`config.mk`:
```
export PLATFORM = sky130hd
export DESIGN_NAME = seq_pattern_tx
export DESIGN_NICKNAME = d
export VERILOG_FILES = /design/src/rtl/seq_pattern_tx.sv
export SDC_FILE = /design/constraint.sdc
export NUM_CORES = 1
export LEC_CHECK = 0
export BUFFER_PORTS_ARGS = -buffer_cell sky130_fd_sc_hd__buf_2
export CORE_UTILIZATION = 51
export DETAILED_ROUTE_END_ITERATION = 7
export PLACE_DENSITY = 0.84
export SETUP_SLACK_MARGIN = 0.02
export SLEW_MARGIN = 5
export SYNTH_ARGS = -nofsm -noshare
export SYNTH_HDL_FRONTEND = slang
export SYNTH_SLANG_ARGS = --single-unit
```
`constraint.sdc`:
```
create_clock -name CLK -period 1.9 [get_ports CLK]
set_input_delay 0.095 -clock CLK [delete_from_list [all_inputs] [get_ports CLK]]
set_output_delay 0.095 -clock CLK [all_outputs]
set_load 0.01 [all_outputs]
```
`src/rtl/seq_pattern_tx.sv`:
```
// Serial bit-pattern transmitter: shifts a captured pattern out MSB-first, idles GAP_CYC cycles, pulses done.
// Optional SEQ_TX_REPEAT_EN adds a repeat_en input that loops the captured pattern instead of finishing.
module seq_pattern_tx #(
   parameter int PAT_W   = 8,
   parameter int GAP_CYC = 2
) (
   input  logic                       CLK,
   input  logic                       RESET,
   input  logic                       start,
   input  logic [PAT_W-1:0]           pattern,
   input  logic [$clog2(PAT_W+1)-1:0] len,
`ifdef SEQ_TX_REPEAT_EN
   input  logic                       repeat_en,
`endif
   output logic                       x,
   output logic                       x_valid,
   output logic                       busy,
   output logic                       done,
   output logic [2:0]                 S
);

   localparam int LW = $clog2(PAT_W+1);
   localparam int GW = (GAP_CYC > 0) ? $clog2(GAP_CYC+1) : 1;
   localparam logic [LW-1:0] PAT_W_L = LW'(PAT_W);
   localparam logic [GW-1:0] GAP_L   = GW'(GAP_CYC);

   typedef enum logic [2:0] {
      IDLE  = 3'b000,
      SHIFT = 3'b001,
      GAP   = 3'b010,
      DONE  = 3'b011
   } state_t;

   state_t           state, state_n;
   logic [PAT_W-1:0] shreg, shreg_n;
   logic [PAT_W-1:0] cap, cap_n;
   logic [LW-1:0]    clen, clen_n;
   logic [LW-1:0]    cnt, cnt_n;
   logic [GW-1:0]    gcnt, gcnt_n;
   logic             x_n;
   logic [LW-1:0]    leff;
   logic [PAT_W-1:0] aligned;
   logic             rpt;

`ifdef SEQ_TX_REPEAT_EN
   assign rpt = repeat_en;
`else
   assign rpt = 1'b0;
`endif

   // Left-justify the pattern so bit L-1 sits at the MSB and every send shifts from the top.
   assign leff    = (len == '0 || len > PAT_W_L) ? PAT_W_L : len;
   assign aligned = pattern << (PAT_W_L - leff);

   always_comb begin
      state_n = state;
      shreg_n = shreg;
      cap_n   = cap;
      clen_n  = clen;
      cnt_n   = cnt;
      gcnt_n  = gcnt;
      x_n     = 1'b0;
      case (state)
         IDLE: begin
            if (start) begin
               shreg_n = aligned;
               cap_n   = aligned;
               clen_n  = leff;
               cnt_n   = LW'(1);
               x_n     = aligned[PAT_W-1];
               state_n = SHIFT;
            end
         end
         SHIFT: begin
            if (cnt < clen) begin
               shreg_n = shreg << 1;
               x_n     = shreg[PAT_W-2];
               cnt_n   = cnt + 1'b1;
            end else if (GAP_CYC > 0) begin
               gcnt_n  = GW'(1);
               state_n = GAP;
            end else if (rpt) begin
               shreg_n = cap;
               cnt_n   = LW'(1);
               x_n     = cap[PAT_W-1];
            end else begin
               state_n = DONE;
            end
         end
         GAP: begin
            if (gcnt < GAP_L) begin
               gcnt_n = gcnt + 1'b1;
            end else if (rpt) begin
               // Repeat reloads the captured copy; live pattern/len are not re-sampled.
               shreg_n = cap;
               cnt_n   = LW'(1);
               x_n     = cap[PAT_W-1];
               state_n = SHIFT;
            end else begin
               state_n = DONE;
            end
         end
         DONE: begin
            cnt_n   = '0;
            gcnt_n  = '0;
            state_n = IDLE;
         end
         default: begin
            shreg_n = '0;
            cnt_n   = '0;
            gcnt_n  = '0;
            state_n = IDLE;
         end
      endcase
   end

   // Outputs are registered from the next-state decode so they line up with S.
   always_ff @(posedge CLK or posedge RESET) begin
      if (RESET) begin
         state   <= IDLE;
         shreg   <= '0;
         cap     <= '0;
         clen    <= '0;
         cnt     <= '0;
         gcnt    <= '0;
         x       <= 1'b0;
         x_valid <= 1'b0;
         busy    <= 1'b0;
         done    <= 1'b0;
      end else begin
         state   <= state_n;
         shreg   <= shreg_n;
         cap     <= cap_n;
         clen    <= clen_n;
         cnt     <= cnt_n;
         gcnt    <= gcnt_n;
         x       <= x_n;
         x_valid <= (state_n == SHIFT);
         busy    <= (state_n != IDLE);
         done    <= (state_n == DONE);
      end
   end

   assign S = state;

endmodule

```
# Yosys cells after proc, flatten, opt, wreduce, memory -nomap -nowiden
# Index checks and enable logic that the tools add are counted.
word_totals:
  regBits: 24
  inputBits: 15
  out_inout_bits: 7
  word_cells: 54
op_classes:
  addsub: 3
  magnitude_cmp: 3
  eq_ne: 9
  shift: 1
  muxes: 17
  bitwise: 3
  n_reduce_logical: 9
op_table:
  columns: ["operator", "n"]
  rows:
  - ["one-hot mux 7 bit (3 select lines)", 1]
  - ["2-to-1 mux 7 bit", 2]
  - ["2-to-1 mux 4 bit", 3]
  - ["one-hot mux 4 bit (3 select lines)", 1]
  - ["== test 3 x 2 -> 1 bit, second input constant", 3]
  - ["2-to-1 mux 3 bit", 3]
  - ["one-hot mux 3 bit (3 select lines)", 1]
  - ["AND reduction 3 bit", 3]
  - ["!= test 2 bit, second input constant", 4]
  - ["<< shifter 8 x 4 -> 8 bit", 1]
  - ["== test 3 x 1 -> 1 bit, second input constant", 2]
  - ["one-hot mux 2 bit (3 select lines)", 1]
  - ["adder 4 x 1 -> 4 bit, second input constant", 1]
  - ["greater-than comparator 4 bit, second input constant", 1]
  - ["logical NOT 4 bit", 1]
  - ["< comparator 4 bit", 1]
  - ["2-to-1 mux 2 bit", 2]
  - ["subtractor 4 bit, first input constant", 1]
  - ["logical NOT 3 bit", 1]
  - ["NOT 1 bit", 3]
  - ["nonzero test 3 bit", 1]
  - ["adder 2 x 1 -> 2 bit, second input constant", 1]
  - ["< comparator 2 bit, second input constant", 1]
  - ["2-to-1 mux 1 bit", 2]
  - ["4 further kinds", 4]

# Logic depth before layout (Yosys ltp)
depth:
  depth_word: 7
  depth_mapped: 10
  ltp_nobuf: 8

# Least setup slack after synthesis
# OpenSTA, ideal clock, no wires.
synth_path:
  path_kind: "input port to flip-flop"
  startpoint: "input len[0]"
  endpoint: "register shreg[2]"
  setup_time_ns: 0.125
  arrival_ns: 1.849
  t_required_ns: 1.775
  setup_slack_ns: -0.074
  cell_stages: 10
  path_buffers: 2
  path_cell_list: "nor2b_1 buf_2 inv_1 ha_1 clkbuf_1 mux2i_1 nor2_1 a31oi_1 o21ai_0 mux2_4"
synth_via:
  elab_chain_len: 7
  word_cells_on_any_way: 8
  cone_classes: "add/sub (1); order compare (1); shift (1); mux (3); reduce/logical (2)"
synth_lines:
  columns: ["element", "line", "rtl"]
  rows:
  - ["start: declaration", "11", "input logic [$clog2(PAT_W+1)-1:0] len,"]
  - ["greater-than comparator 4 bit / logical NOT 4 bit (equally long branches)", "52", "assign leff = (len == '0 || len > PAT_W_L) ? PAT_W_L : len;"]
  - ["logical OR 1 bit", "52", null]
  - ["2-to-1 mux 4 bit *", "52", null]
  - ["subtractor 4 bit *", "53", "assign aligned = pattern << (PAT_W_L - leff);"]
  - ["<< shifter 8 x 4 -> 8 bit *", "53", null]
  - ["2-to-1 mux 7 bit *", "65", "if (start) begin"]
  - ["one-hot mux 7 bit (3 select lines) *", "63", "case (state)"]
  - ["end signal: assignment", "132", "shreg <= shreg_n;"]
  - ["end: declaration", "35", "logic [PAT_W-1:0] shreg, shreg_n;"]
# Mark *: on every way between the ends. The rest lies on a longest branch, timed or not. The select of a mux whose other input is x is not followed.
# A chain may end at the register's enable or synchronous reset.

# Final worst setup path
layout_path:
  startpoint: "register clen[2]"
  endpoint: "register shreg[0]"
layout_via:
  elab_chain_len: 3
layout_lines:
  columns: ["element", "line", "rtl"]
  rows:
  - ["start: declaration", "37", "logic [LW-1:0] clen, clen_n;"]
  - ["start signal: assignment", "134", "clen <= clen_n;"]
  - ["< comparator 4 bit", "75", "if (cnt < clen) begin"]
  - ["!= test 2 bit (no line)", null, null]
  - ["AND reduction 3 bit (no line)", null, null]
# Every way passes these cells.

==> run_results.csv <==
group,metric,value,unit
status,outcome,"finished, violations left",
status,failed_checks,"negative setup slack",
setup_path,critPathKind,"flip-flop to flip-flop",
power,power_density,878,nW/um2
power,peakVddDrop,683,uV
logic_synthesis,ys_seq_area_share,38.3,%
logic_synthesis,synthFlopType,"dfrtp_1",
floorplanning,core,2830,um2
global_route,overflow,0,
logic_synthesis,synthesis.area,1570,um2
logic_synthesis,synth_cell_types,46,
placed_design,routabilityCongestion,0.954,
cells_and_area,areaGrowthSynthToFinish,25.4,%
setup_path,reg2reg_from,"clen[2]$_DFFE_PP0P_",
logic_synthesis,synth.most_common_cell,"dfrtp_1",
setup_path,worstSetupEndpointType,"flip-flop",
route,ant_nets,0,
sta,setup_slack,-0.0481,ns
route,first_pass_iters,4,
sta,drv_slew,0,
logic_synthesis,synth_compound_area_share,21.3,%
setup_path,critPathRequiredTime,2.12,ns
setup_path,critPathLaunchType,"flip-flop",
route,drt_iter0_markers,89,
clock_network,cts.sinks,24,
cells_and_area,final_area,1960,um2
logic_synthesis,synth-adder-area-share,3.99,%
setup_path,r2r_setup_slack,-0.05,ns
placed_design,port_buffers,21,
floorplanning,die-height,57.4,um
global_route,grt_pass1_wl,6.48,mm
sta,rsz0062_at_grt,"yes",
floorplanning,dieArea,3300,um2
logic_synthesis,syn_area_per_cell,9.44,um2
global_route,grt_max_degree,25,
floorplanning,initial_core_util,55.4,%
setup_path,timing.critical_path.buf_inv,1,
sta,period_minus_slack,1.95,ns
clock_network,cts_tree,"built",
min_path,hp-class,"input port to flip-flop",
logic_synthesis,ys_top_cells_by_area,"dfrtp_1 (38%), mux2i_1 (5.1%), nand2_1 (4.8%)",
floorplanning,fp.dieW,57.4,um
min_path,holdPathStages,3,
run,maxCapViolations,0,
sta,min_period_over_period,103,%
clock_network,cts.htree.levels,1,
logic_synthesis,synth_top_area_cell,"dfrtp_1",
setup_path,cp_max_fo,7,
placed_design,place_area,1830,um2
cells_and_area,drive_gt1_share,34.0,%
logic_synthesis,synth_top_family_by_area,"compound AO/OA/AOI/OAI gates",
logic_synthesis,synth_top_cells_by_count,"dfrtp_1 (24), nand2_1 (20), nor2_1 (12), a21oi_1 (10), o21ai_0 (10)",
floorplanning,ios,22,
logic_synthesis,synthSimpleGateAreaFrac,16.8,%
floorplanning,row_count,19,
min_path,hold_start,"len[1]",
sta,skew,0.0161,ns
setup_path,crit_start,"clen[2]$_DFFE_PP0P_",
global_route,antenna_found_initial,0,
setup_path,reg2reg_to,"shreg[0]$_DFFE_PP0P_",
logic_synthesis,yosysTopAreaCellShare,38.3,%
sta,setup_tns,-0.192,ns
logic_synthesis,synthArstFlopShare,100,%
logic_synthesis,yosys_warnings,0,
clock_network,clk_pin_slew_worst_paths,0.15,ns
logic_synthesis,synthCells,166,
logic_synthesis,synth_xor_xnor_area_share,2.16,%
clock_network,clockRootBuffer,"clkbuf_4",
route,wl_per_cell,16.7,um
logic_synthesis,synth_enable_flop_cells,0,
setup_path,crit_chain,"inv_1 > ha_1 > o21a_1 > nor2_2 > nor3_2 > o21ba_4 > mux2_4",
clock_network,cts-buffers-inserted,3,
cells_and_area,fin_nets,227,
cells_and_area,antennaDiodeCount,0,
setup_path,crit_path_top_delay_cell,"dfrtp_1",
clock_network,clockBufferDepth,2,
route,viasPerCell,6.18,
route,vias,1465,
clock_network,clk_latency,0.33,ns
global_route,grt_pass1_vias,1470,
setup_path,cpPeakStageDelay,0.38,ns
global_route,grt.total_usage,25.5,%
route,drcViolationCount,0,
route,totalWireLength,3.96,mm
setup_path,cp.arrival,2.17,ns
power,p_leak,0.927,nW
logic_synthesis,synthMuxAreaShare,12.5,%
placed_design,dp.final_hpwl,2.83,mm
logic_synthesis,synth-seq-cells,24,
logic_synthesis,synthesis.nets,186,
sta,fmax,0.513,GHz
setup_path,path_delay_family,"compound AO/OA/AOI/OAI gates",
min_path,hold_end,"clen[1]$_DFFE_PP0P_",
setup_path,ff2ff_path_depth,7,
sta,setup_violations,7,
sta,hold_viol,0,
placed_design,dp_slack,-0.0615,ns
cells in the final DEF (no fill, tap or decap), types with 4 or more instances in the layout:
| cell | Yosys | final |
|---|---|---|
| buf_2 | 1 | 21 |
| ha_1 | 5 | 4 |
| buf_4 | 0 | 21 |
| mux2_4 | 4 | 4 |
| o21ai_0 | 10 | 8 |
| mux2i_1 | 8 | 8 |
| nand2_1 | 20 | 20 |
| nor2_1 | 12 | 11 |
| dfrtp_1 | 24 | 24 |
| a21oi_1 | 10 | 9 |
| nor3_1 | 5 | 5 |
| inv_1 | 9 | 8 |
| a31oi_1 | 5 | 4 |
layout make-up:
cell class	instances	area, um2
Sequential cell	24	601
Inverter	9	33.8
Timing Repair Buffer	44	284
Clock buffer	3	22.5
Clock inverter	1	30.0
Fill cell	201	865
Tap cell	31	38.8
Multi-Input combinational cell	125	955
metrics by stage:
stage / power, mW / utilization (%) / std cells / hold WS [ns]
finish: 1.72 / 69.4 / 237 / 0.0723
global route: 1.81 / 69.4 / 237 / 0.0839
CTS: 1.65 / 67.6 / 236 / 0.0856
detailed placement: 1.24 / 64.6 / 229 / 0.152
global placement: 1.22 / 64.6 / 229 / 0.143
floorplan: 1.03 / - / 166 / 0.110
per-layer routing:
metal,GRT usage [%],vias to the layer above,share of wire [%]
li1,-,684,-
met1,30.7,708,43
met2,44.4,53,51
met3,5.22,20,3.3
met4,10.5,0,2.8
met5,0,-,0
cells by family (layout without fill, tap and decap cells):
family	count (synthesis)	after routing
DFF	24	24
other	1	1
buffers and inverters	17	57
muxes	15	15
xor gates and xnor gates	3	3
adders and majority gates	5	5
AOI/OAI and AO/OA	47	47
and+or+nand+nor	54	54
worst reg2reg max path, cell delays in order, from the launching register on:
cell and delay, ns:
dfrtp_1 0.38, inv_1 0.06, ha_1 0.31, o21a_1 0.22, nor2_2 0.21, nor3_2 0.10
o21ba_4 0.25, mux2_4 0.31
report_power, final:
group | total (mW) | internal [mW] | leakage [nW] | switching, mW
logic | 0.707 | 0.338 | 0.580 | 0.369
registers | 0.635 | 0.578 | 0.318 | 0.0569
clock network | 0.383 | 0.213 | 0.0279 | 0.169
flip-flops by register name, indices dropped and copies added, names as in the netlist:
register / count
shreg: 7
clen: 4
cnt: 4
S: 3
gcnt: 2
busy: 1
done: 1
x: 1
x_valid: 1
how the worst max path moves through the flow:
stage                      endpoint  slack, ns  cells past startpoint
4_1_cts          cnt[3]$_DFFE_PP0P_       0.02                      7
2_1_floorplan  shreg[0]$_DFFE_PP0P_      -0.05                      6
3_3_place_gp   shreg[3]$_DFFE_PP0P_       0.02                      6
3_5_place_dp   shreg[0]$_DFFE_PP0P_      -0.06                      6
6_report       shreg[0]$_DFFE_PP0P_      -0.05                      7
5_1_grt        shreg[3]$_DFFE_PP0P_       -0.1                      6
timing repair:
action                     4_1_cts  5_1_grt
setup endpoints to repair       11       11
gates resized for setup          3       11
hold buffers                     1        0
setup buffers                    2        1
pin swaps                        1       12
hold endpoints to repair        24        0
(Power assumes the default switching activity.)
